===== config.mk =====
export PLATFORM = sky130hd
export DESIGN_NAME = box_emitter_flat
export DESIGN_NICKNAME = d
export VERILOG_FILES = /design/src/rtl/box_emitter_if.sv /design/src/rtl/box_emitter.sv /design/src/flat_wrapper.sv
export SDC_FILE = /design/constraint.sdc
export NUM_CORES = 1
export LEC_CHECK = 0
export ABC_AREA = 1
export CORE_MARGIN = 5
export CORE_UTILIZATION = 40
export CTS_CLUSTER_SIZE = 25
export DETAILED_ROUTE_END_ITERATION = 12
export PLACE_DENSITY = 0.74
export RECOVER_POWER = 25
export SLEW_MARGIN = 15
export SYNTH_ARGS = -nofsm -noshare
export SYNTH_HDL_FRONTEND = slang
export SYNTH_SLANG_ARGS = --single-unit

===== constraint.sdc =====
create_clock -name clk -period 20.3 [get_ports clk]
set_clock_uncertainty 0.1 [all_clocks]
set_input_delay 4.06 -clock clk [delete_from_list [all_inputs] [get_ports clk]]
set_output_delay 4.06 -clock clk [all_outputs]
set_load 0.02 [all_outputs]

===== src/rtl/box_emitter_if.sv =====
`default_nettype none
// ============================================================================
//  Module   : box_emitter_if
//  Purpose  : Vertex stream between the box emitter and its consumer.
//  Signals  : vertex       {x,y,z} packed, x in the MSBs
//             color        color of the face owning the current vertex
//             new_triangle first vertex of a triangle
//             valid        vertex/color/new_triangle are meaningful
//             ready        consumer accepts when valid && ready
//  Modports : master (producer side), slave (consumer side)
//  Revision : 1.0 - initial release
// ============================================================================
interface box_emitter_if #(
  parameter int COORD_W = 16,
  parameter int COLOR_W = 16
) ();
  logic [3*COORD_W-1:0] vertex;
  logic [COLOR_W-1:0]   color;
  logic                 new_triangle;
  logic                 valid;
  logic                 ready;

  modport master (output vertex, output color, output new_triangle,
                  output valid, input ready);
  modport slave  (input vertex, input color, input new_triangle,
                  input valid, output ready);
endinterface
`default_nettype wire


===== src/rtl/box_emitter.sv =====
`default_nettype none
// ============================================================================
//  Module   : box_emitter
//  Purpose  : Emits the 12 triangles (36 vertices) of an axis-aligned box,
//             face by face (front,left,right,top,bottom,back), skipping faces
//             disabled by FACE_EN & i_face_mask. Coordinates pass through.
//  Ports    : clk, rst         clock, asynchronous active-high reset
//             i_start          one-cycle emit request (ignored while busy)
//             i_x/y/z_min/max  signed box bounds, sampled at start
//             i_face_mask      runtime face enable, bit0 = front
//             i_face_colors    packed per-face colors, face i at [i*COLOR_W +:]
//             m_out            vertex stream (master modport)
//             o_busy, o_done   emission in progress / one-cycle end pulse
//  Revision : 1.0 - initial release
// ============================================================================
module box_emitter #(
  parameter int         COORD_W = 16,
  parameter int         COLOR_W = 16,
  parameter logic [5:0] FACE_EN = 6'b111111
) (
  input  wire logic                      clk,
  input  wire logic                      rst,
  input  wire logic                      i_start,
  input  wire logic signed [COORD_W-1:0] i_x_min,
  input  wire logic signed [COORD_W-1:0] i_x_max,
  input  wire logic signed [COORD_W-1:0] i_y_min,
  input  wire logic signed [COORD_W-1:0] i_y_max,
  input  wire logic signed [COORD_W-1:0] i_z_min,
  input  wire logic signed [COORD_W-1:0] i_z_max,
  input  wire logic [5:0]                i_face_mask,
  input  wire logic [6*COLOR_W-1:0]      i_face_colors,
  box_emitter_if.master                  m_out,
  output logic                           o_busy,
  output logic                           o_done
);

  localparam logic [0:0] S_IDLE = 1'b0;
  localparam logic [0:0] S_EMIT = 1'b1;

  logic [0:0]           r_state;
  logic [COORD_W-1:0]   r_xn, r_xx, r_yn, r_yx, r_zn, r_zx;
  logic [5:0]           r_mask;
  logic [6*COLOR_W-1:0] r_colors;
  logic [2:0]           r_face;
  logic [2:0]           r_vidx;
  logic [3*COORD_W-1:0] r_vertex;
  logic [COLOR_W-1:0]   r_color;
  logic                 r_new_tri;
  logic                 r_valid;
  logic                 r_busy;
  logic                 r_done;

  logic                 w_accept;
  logic [3:0]           w_start_find;
  logic [3:0]           w_next_find;
  logic [2:0]           w_idx_inc;

  // Corner selection per face. Front/back walk (x,y); left/right walk (y,z);
  // top/bottom walk (x,z). Each flag picks the max bound for that axis.
  function automatic logic [3*COORD_W-1:0] f_vert(
    input logic [2:0]         face,
    input logic [2:0]         idx,
    input logic [COORD_W-1:0] xn, xx, yn, yx, zn, zx
  );
    logic pa_a, pa_b, pb_a, pb_b;
    logic [COORD_W-1:0] x, y, z;
    pa_a = (idx == 3'd1) || (idx == 3'd4) || (idx == 3'd5);
    pa_b = (idx == 3'd2) || (idx == 3'd3) || (idx == 3'd5);
    pb_a = (idx == 3'd1) || (idx == 3'd2) || (idx == 3'd3);
    pb_b = (idx == 3'd2) || (idx == 3'd3) || (idx == 3'd4);
    case (face)
      3'd0, 3'd5: begin
        x = pa_a ? xx : xn;
        y = pa_b ? yx : yn;
        z = (face == 3'd5) ? zx : zn;
      end
      3'd1, 3'd2: begin
        x = (face == 3'd2) ? xx : xn;
        y = pb_a ? yx : yn;
        z = pb_b ? zx : zn;
      end
      default: begin
        x = pb_a ? xx : xn;
        y = (face == 3'd3) ? yx : yn;
        z = pb_b ? zx : zn;
      end
    endcase
    return {x, y, z};
  endfunction

  // Lowest enabled face at or after 'from'; returns {found, face}.
  function automatic logic [3:0] f_find(input logic [5:0] mask, input logic [3:0] from);
    logic [3:0] res;
    res = 4'd0;
    for (int i = 5; i >= 0; i--) begin
      if (mask[i] && (4'(i) >= from)) res = {1'b1, 3'(i)};
    end
    return res;
  endfunction

  always_comb begin
    w_accept     = r_valid & m_out.ready;
    w_start_find = f_find(i_face_mask & FACE_EN, 4'd0);
    w_next_find  = f_find(r_mask, {1'b0, r_face} + 4'd1);
    w_idx_inc    = r_vidx + 3'd1;
  end

  always_ff @(posedge clk or posedge rst) begin
    if (rst) begin
      r_state   <= S_IDLE;
      r_xn      <= '0;
      r_xx      <= '0;
      r_yn      <= '0;
      r_yx      <= '0;
      r_zn      <= '0;
      r_zx      <= '0;
      r_mask    <= '0;
      r_colors  <= '0;
      r_face    <= '0;
      r_vidx    <= '0;
      r_vertex  <= '0;
      r_color   <= '0;
      r_new_tri <= 1'b0;
      r_valid   <= 1'b0;
      r_busy    <= 1'b0;
      r_done    <= 1'b0;
    end else begin
      r_done <= 1'b0;
      case (r_state)
        S_IDLE: begin
          if (i_start) begin
            r_xn     <= i_x_min;
            r_xx     <= i_x_max;
            r_yn     <= i_y_min;
            r_yx     <= i_y_max;
            r_zn     <= i_z_min;
            r_zx     <= i_z_max;
            r_mask   <= i_face_mask & FACE_EN;
            r_colors <= i_face_colors;
            if (w_start_find[3]) begin
              // First vertex is built straight from the inputs so it is
              // valid the cycle after acceptance.
              r_state   <= S_EMIT;
              r_busy    <= 1'b1;
              r_valid   <= 1'b1;
              r_face    <= w_start_find[2:0];
              r_vidx    <= 3'd0;
              r_new_tri <= 1'b1;
              r_vertex  <= f_vert(w_start_find[2:0], 3'd0, i_x_min, i_x_max,
                                  i_y_min, i_y_max, i_z_min, i_z_max);
              r_color   <= i_face_colors[w_start_find[2:0]*COLOR_W +: COLOR_W];
            end else begin
              r_done <= 1'b1;
            end
          end
        end
        default: begin
          if (w_accept) begin
            if (r_vidx != 3'd5) begin
              r_vidx    <= w_idx_inc;
              r_new_tri <= (w_idx_inc == 3'd3);
              r_vertex  <= f_vert(r_face, w_idx_inc, r_xn, r_xx, r_yn, r_yx, r_zn, r_zx);
            end else if (w_next_find[3]) begin
              r_face    <= w_next_find[2:0];
              r_vidx    <= 3'd0;
              r_new_tri <= 1'b1;
              r_vertex  <= f_vert(w_next_find[2:0], 3'd0, r_xn, r_xx, r_yn, r_yx, r_zn, r_zx);
              r_color   <= r_colors[w_next_find[2:0]*COLOR_W +: COLOR_W];
            end else begin
              r_state   <= S_IDLE;
              r_valid   <= 1'b0;
              r_new_tri <= 1'b0;
              r_busy    <= 1'b0;
              r_done    <= 1'b1;
            end
          end
        end
      endcase
    end
  end

  assign m_out.vertex       = r_vertex;
  assign m_out.color        = r_color;
  assign m_out.new_triangle = r_new_tri;
  assign m_out.valid        = r_valid;
  assign o_busy             = r_busy;
  assign o_done             = r_done;

endmodule
`default_nettype wire


===== src/flat_wrapper.sv =====
// flat-port wrapper written by rule: the top's interface ports become plain ports
module box_emitter_flat 
#(
  parameter int         COORD_W = 16,
  parameter int         COLOR_W = 16,
  parameter logic [5:0] FACE_EN = 6'b111111
)
  (clk, rst, i_start, i_x_min, i_x_max, i_y_min, i_y_max, i_z_min, i_z_max, i_face_mask, i_face_colors, o_busy, o_done, m_out_vertex, m_out_color, m_out_new_triangle, m_out_valid, m_out_ready);
  box_emitter_if #(.COORD_W(COORD_W), .COLOR_W(COLOR_W)) m_out_i ();
  input  wire logic clk;
  input  wire logic rst;
  input  wire logic i_start;
  input  wire logic signed [COORD_W-1:0] i_x_min;
  input  wire logic signed [COORD_W-1:0] i_x_max;
  input  wire logic signed [COORD_W-1:0] i_y_min;
  input  wire logic signed [COORD_W-1:0] i_y_max;
  input  wire logic signed [COORD_W-1:0] i_z_min;
  input  wire logic signed [COORD_W-1:0] i_z_max;
  input  wire logic [5:0] i_face_mask;
  input  wire logic [6*COLOR_W-1:0] i_face_colors;
  output logic o_busy;
  output logic o_done;
  output wire logic [$bits(m_out_i.vertex)-1:0] m_out_vertex;
  output wire logic [$bits(m_out_i.color)-1:0] m_out_color;
  output wire logic [$bits(m_out_i.new_triangle)-1:0] m_out_new_triangle;
  output wire logic [$bits(m_out_i.valid)-1:0] m_out_valid;
  input wire logic [$bits(m_out_i.ready)-1:0] m_out_ready;
  assign m_out_vertex = m_out_i.vertex;
  assign m_out_color = m_out_i.color;
  assign m_out_new_triangle = m_out_i.new_triangle;
  assign m_out_valid = m_out_i.valid;
  assign m_out_i.ready = m_out_ready;
  box_emitter #(.COORD_W(COORD_W), .COLOR_W(COLOR_W), .FACE_EN(FACE_EN)) u_core (.clk(clk), .rst(rst), .i_start(i_start), .i_x_min(i_x_min), .i_x_max(i_x_max), .i_y_min(i_y_min), .i_y_max(i_y_max), .i_z_min(i_z_min), .i_z_max(i_z_max), .i_face_mask(i_face_mask), .i_face_colors(i_face_colors), .m_out(m_out_i), .o_busy(o_busy), .o_done(o_done));
endmodule

==> impl_metrics.csv, run 1 <==
group,metric,value,unit
sta,timing.final.max_slew_violations,198,
sta,rsz0062_at_grt,"false",
floorplanning,start_util,40.3,%
worst_setup_path,crit_required,20640,ps
clock_network,clock_latency,530,ps
worst_setup_path,rr_startpoint,"u_core.r_state$_DFF_PP0_",
pwr,seqPwrFrac,28.6,%
status,status,"complete, but fails checks",
sta,finalSetupTns,0,ps
detailed_routing,drt-total-wl,55.2,mm
sta,setup_violations,0,
pwr,pwr-share-comb,53.3,%
clock_network,cts_resized,0,
worst_setup_path,rrSetupSlack,15980,ps
worst_setup_path,start_kind,"input port",
worst_setup_path,reg2regPathDepth,5,
clock_network,cts_root_buf,"clkbuf_16",
global_route,grt_overflow,0,
final_layout,layout.nets,2539,
worst_setup_path,cp-startpoint,"rst",
detailed_routing,route.detailed.drc,0,
logic_synthesis,synthFlopType,"dfrtp_1",
clock_network,cts_inserted_buffers,34,
final_layout,utilization,50.6,%
sta,post-route-period-util,42.5,%
detailed_routing,route.vias.total,16400,
logic_synthesis,synth_area_leader_cell,"dfrtp_1",
detailed_routing,initialDrtViolationCount,1809,
worst_setup_path,critPathMaxFanout,126,
detailed_routing,postRouteAntennaNets,0,
pwr,powerDensity,171,nW/um^2
placed_design,place.gp.congestion,0.869,
sta,tightest_slew,5580,ps
status,violations,"max-capacitance violations, max-slew violations",
floorplanning,rows,73,
placed_design,dp_hpwl,35.3,mm
pwr,leakagePower,0.00912,uW
floorplanning,core,39700,sq um
sta,final_hold_viol_count,0,
logic_synthesis,yosys.cell_count.top_type,"nand2_1",
logic_synthesis,synth_area,16000,sq um
sta,maxSlewHeadroom,-274,%
final_layout,fin_cells,2876,
worst_hold_path,hold_end,"u_core.m_out.vertex[18]$_DFFE_PP0P_",
logic_synthesis,synth-seq-area-share,42.5,%
logic_synthesis,synth_cell_types,39,
clock_network,post_cts.repair.setup_buffers,0,
logic_synthesis,ys_top_cells_by_count,"nand2_1, dfrtp_1, nor2_1",
pwr,intPower,1850,uW
detailed_routing,drt_pass1_iterations,6,
pwr,clkPwrFrac,18.1,%
global_route,grt_pass1_vias,16100,
pwr,vdd_drop_max,0.000102,V
logic_synthesis,yosysWarnings,0,
logic_synthesis,synth_cells,2141,
logic_synthesis,synth-edff-count,0,
placed_design,portBuffers,269,
final_layout,antenna_cells,0,
floorplanning,ios,270,
worst_hold_path,hp-class,"flop to flop",
logic_synthesis,synth_fp_nets,2352,
logic_synthesis,synth.area.top_cells,"dfrtp_1, nand2_1, a21oi_1",
worst_setup_path,worstSetupPathType,"input port to async pin",
sta,fin_crit,8630,ps
final_layout,layout-drive-gt1-share,8.38,%
global_route,antenna_found_initial,1,
pwr,switching_share,46.3,%
floorplanning,die_area,44200,sq um
final_layout,multi_input_area,7900,sq um
clock_network,h-tree-depth,2,
clock_network,path_clk_slew,60,ps
detailed_routing,routed_via_density,5.69,
worst_setup_path,critPathArrivalTime,8960,ps
worst_setup_path,cp-end-kind,"async pin",
floorplanning,die_w,210,microns
final_layout,nFillCells,3765,
logic_synthesis,synth_top_area_share,42.5,%
clock_network,cts_sinks,272,
global_route,grt_max_degree,127,
floorplanning,fp.dieH,210,microns
clock_network,cts_tree,"yes",
final_layout,regArea,6810,sq um
logic_synthesis,syn_area_per_cell,7.49,sq um
final_layout,syn2layout_area_growth,25.5,%
detailed_routing,wl_per_cell,19.2,microns
flow_run,cap_violations,2,
worst_hold_path,hold_depth,2,
pwr,p_switching,1600,uW
global_route,grt_pass1_wl,86.8,mm
sta,fmax,116,MHz
global_route,grt_util_all_layers,24.1,%
clock_network,cts_max_path_buffers,3,
logic_synthesis,ys_async_sr_fraction,100,%
placed_design,dpl.cell_count,2817,
worst_setup_path,timing.rr.end,"u_core.r_colors[37]$_DFFE_PP0P_",
clock_network,cts_hold_buf,0,
logic_synthesis,synth_seq_cells,272,
worst_hold_path,min_from,"u_core.m_out.vertex[18]$_DFFE_PP0P_",
metrics by stage:
| step | hold slack, ps | total power [uW] | area, sq um | setup WS, ps |
|---|---|---|---|---|
| after detailed placement | 370 | 2800 | 19000 | 12790 |
| after global routing | 398 | 3700 | 20100 | 10670 |
| after global placement | 364 | 2740 | 19000 | 12880 |
| after CTS | 384 | 3440 | 20100 | 13340 |
| final | 381 | 3440 | 20100 | 11670 |
| after floorplan | 343 | 2230 | 16000 | 8640 |
area by class of cell:
| type | instances | share of cell area (%) |
|---|---|---|
| Multi-Input combinational cell | 1530 | 39.3 |
| Clock buffer | 52 | 5.17 |
| Inverter | 197 | 3.68 |
| Timing Repair Buffer | 293 | 14.3 |
| Clock inverter | 7 | 0.460 |
| Sequential cell | 272 | 33.9 |
| Tap cell | 525 | 3.27 |
power by group through the flow:
stage | sequential, uW | combinational (uW) | clock [uW]
after floorplan | 1020 | 1210 | 0
after global placement | 969 | 1770 | 0
after detailed placement | 984 | 1820 | 0
after CTS | 977 | 1830 | 632
after global routing | 1010 | 2040 | 653
final | 984 | 1840 | 623
registers in the layout, indices dropped and copies added, names as in the netlist:
register and flops:
u_core.r_colors 96, u_core.m_out.vertex 48, u_core.m_out.color 16, u_core.r_xn 16, u_core.r_xx 16, u_core.r_yn 16
u_core.r_yx 16, u_core.r_zn 16, u_core.r_zx 16, u_core.r_mask 6, u_core.r_face 3, u_core.r_vidx 3
u_core.m_out.new_triangle 1, u_core.m_out.valid 1, u_core.o_done 1, u_core.r_state 1
cell usage in the layout (no fill, tap or decap), types with 4 or more instances in the layout:
cell,Yosys,final
nand2_1,489,487
ha_1,9,9
a31oi_1,17,17
o21ai_0,192,191
clkbuf_8,0,10
nand4_1,25,25
buf_4,2,24
inv_1,185,183
mux2_2,76,76
nor3_1,4,4
a211oi_1,27,27
clkbuf_16,0,35
nand3_1,76,76
o21ai_1,37,35
dfrtp_1,272,271
nor2_1,220,219
o211ai_1,89,89
clkdlybuf4s50_1,0,266
o221ai_1,6,6
a22oi_1,16,16
nand2_2,7,9
o22ai_1,14,14
o21ai_2,2,5
o31ai_1,7,7
inv_2,11,13
clkbuf_1,99,7
a21oi_1,201,200
worst max-delay path, cell delays in order:
cell           delay, ps
dlygate4sd3_1        540
clkinvlp_2          3070
buf_4               1150
layer usage:
metal | routed length, microns | part of all wire [%] | global-route usage, % | up-vias
li1 | - | - | - | 7544
met1 | 22600 | 41 | 32.4 | 7768
met2 | 25500 | 46 | 39.3 | 890
met3 | 5280 | 9.6 | 4.30 | 159
met4 | 1850 | 3.4 | 8.44 | 2
met5 | 20 | 0.036 | 0 | -
worst max path at each step:
stage               slack, ps                            endpoint  depth (start not counted)
global route            10670            u_core.r_state$_DFF_PP0_                          3
detailed placement      12790  u_core.m_out.color[11]$_DFFE_PP0P_                         13
CTS                     13340  u_core.m_out.color[11]$_DFFE_PP0P_                         13
global placement        12880   u_core.m_out.color[2]$_DFFE_PP0P_                         13
finish                  11670            u_core.r_state$_DFF_PP0_                          3
floorplan                8640   u_core.m_out.color[0]$_DFFE_PP0P_                          1
logic make-up after synthesis:
logic type                 Yosys count  synth area share, %
AOI/OAI and AO/OA                  608                 21.6
xor gates and xnor gates             1               0.0547
adders and majority gates            9                0.703
buffers and inverters              339                 8.42
DFF                                272                 42.5
muxes                               76                 5.34
and+or+nand+nor                    836                 21.4
(Power assumes the default switching activity.)
==> run 2: changes to the inputs <==
clock period = 8.7 ns   (was 20.3 ns; I/O delays follow)
==> impl_metrics.csv, run 2 (same netlist as run 1, synthesis figures left out) <==
group,metric,value,unit
status,status,"complete, but fails checks",
status,violations,"max-capacitance violations, max-slew violations",
sta,finalSetupTns,0,ps
placed_design,dp_hpwl,35.8,mm
worst_setup_path,critPathMaxFanout,100,
detailed_routing,routed_via_density,5.66,
final_layout,antenna_cells,0,
clock_network,cts_hold_buf,0,
detailed_routing,postRouteAntennaNets,0,
placed_design,place.gp.congestion,0.866,
clock_network,post_cts.repair.setup_buffers,0,
final_layout,final_common_cell,"nand2_1",
pwr,intPower,4360,uW
worst_setup_path,worstSetupPathType,"input port to flop",
sta,tightest_slew,1980,ps
pwr,vdd_drop_max,0.000267,V
final_layout,layout.nets,2540,
floorplanning,fp.dieH,210,microns
global_route,grt_pass1_vias,16500,
pwr,switching_share,46.0,%
pwr,clkPwrFrac,18.4,%
floorplanning,die_area,44200,sq um
floorplanning,die_w,210,microns
worst_setup_path,start_kind,"input port",
detailed_routing,drt-total-wl,55.4,mm
detailed_routing,route.detailed.drc,0,
final_layout,layout-drive-gt1-share,8.29,%
sta,timing.final.max_slew_violations,41,
placed_design,portBuffers,269,
global_route,antenna_found_initial,0,
clock_network,cts_sinks,272,
final_layout,largest_register_ffs,96,
floorplanning,start_util,40.3,%
detailed_routing,wl_per_cell,19.2,microns
sta,fmax,180,MHz
worst_setup_path,cp-end-kind,"flop",
final_layout,syn2layout_area_growth,25.9,%
global_route,grt_pass1_wl,87.9,mm
sta,setup_violations,0,
sta,fin_crit,5550,ps
sta,maxSlewHeadroom,-32.5,%
detailed_routing,initialDrtViolationCount,1379,
detailed_routing,drt_pass1_iterations,6,
pwr,seqPwrFrac,28.4,%
pwr,pwr-share-comb,53.2,%
floorplanning,rows,73,
worst_setup_path,crit_required,9010,ps
clock_network,cts_root_buf,"clkbuf_16",
final_layout,largest-register,"u_core.r_colors",
floorplanning,ios,270,
flow_run,cap_violations,1,
clock_network,cts_max_path_buffers,3,
clock_network,cts_resized,0,
worst_hold_path,hp-class,"flop to flop",
floorplanning,core,39700,sq um
global_route,grt_util_all_layers,24.4,%
global_route,grt_max_degree,101,
worst_setup_path,critPathArrivalTime,5860,ps
clock_network,path_clk_slew,60,ps
clock_network,cts_tree,"yes",
clock_network,cts_inserted_buffers,34,
global_route,grt_overflow,0,
clock_network,h-tree-depth,2,
final_layout,utilization,50.8,%
sta,post-route-period-util,63.8,%
detailed_routing,route.vias.total,16300,
final_layout,final_cell_mix,"nand2_1, dfrtp_1, clkdlybuf4s50_1",
pwr,p_switching,3720,uW
pwr,powerDensity,401,nW/um^2
clock_network,clock_latency,530,ps
pwr,leakagePower,0.00914,uW
sta,rsz0062_at_grt,"false",
sta,final_hold_viol_count,0,
final_layout,nFillCells,3792,
-- run 2: per-stage QoR --
step	instance area (sq um)	hold WS [ps]	cells	worst slack, ps	power [uW]
floorplan	16000	343	2141	3260	5200
global placement	19000	360	2817	3460	6380
detailed placement	19000	359	2817	3350	6550
CTS	20200	381	2877	3920	8060
global route	20200	398	2878	2900	8700
finish	20200	380	2878	3150	8080
-- run 2: final timing paths --
check | slack [ps] | to | depth (start not counted) | startpoint
max | 3150 | u_core.r_colors[36]$_DFFE_PP0P_ | 5 | i_start
min | 380 | u_core.m_out.vertex[35]$_DFFE_PP0P_ | 2 | u_core.m_out.vertex[35]$_DFFE_PP0P_
max reg2reg | 3900 | u_core.r_colors[36]$_DFFE_PP0P_ | 6 | u_core.r_state$_DFF_PP0_
min reg2reg | 380 | u_core.m_out.vertex[35]$_DFFE_PP0P_ | 2 | u_core.m_out.vertex[35]$_DFFE_PP0P_
max in group asynchronous | 4640 | u_core.r_state$_DFF_PP0_ | 3 | rst
min in group asynchronous | 2070 | u_core.r_colors[27]$_DFFE_PP0P_ | 2 | rst
-- run 2: per-layer routing --
metal  part of all wire [%]  track usage, %  up-vias
met5                      0               0        -
met4                    2.8            9.86        0
met3                    9.6            4.78      132
met2                     47            39.8      904
met1                     40            31.9     7701
li1                       -               -     7543
-- run 2: cell type report --
cell class | count | area [sq um] | area share, %
clock buffers | 53 | 1060 | 5.24
multi-input cells | 1530 | 7890 | 39.1
inverters | 197 | 741 | 3.67
flip-flops and latches | 272 | 6810 | 33.8
repair buffers | 294 | 2910 | 14.4
well taps | 525 | 657 | 3.26
clock inverters | 7 | 110 | 0.546
-- run 2: critical path, stage by stage --
cell	delay [ps]
dlygate4sd3_1	630
nand2_1	1060
buf_4	980
buf_4	890
mux2_2	430
-- run 2: power by group through the flow --
| stage | Sequential [uW] | Clock, uW | Combinational [uW] |
|---|---|---|---|
| detailed placement | 2290 | 0 | 4250 |
| floorplan | 2370 | 0 | 2830 |
| finish | 2290 | 1490 | 4300 |
| global placement | 2260 | 0 | 4110 |
| global route | 2360 | 1570 | 4780 |
| CTS | 2280 | 1510 | 4270 |
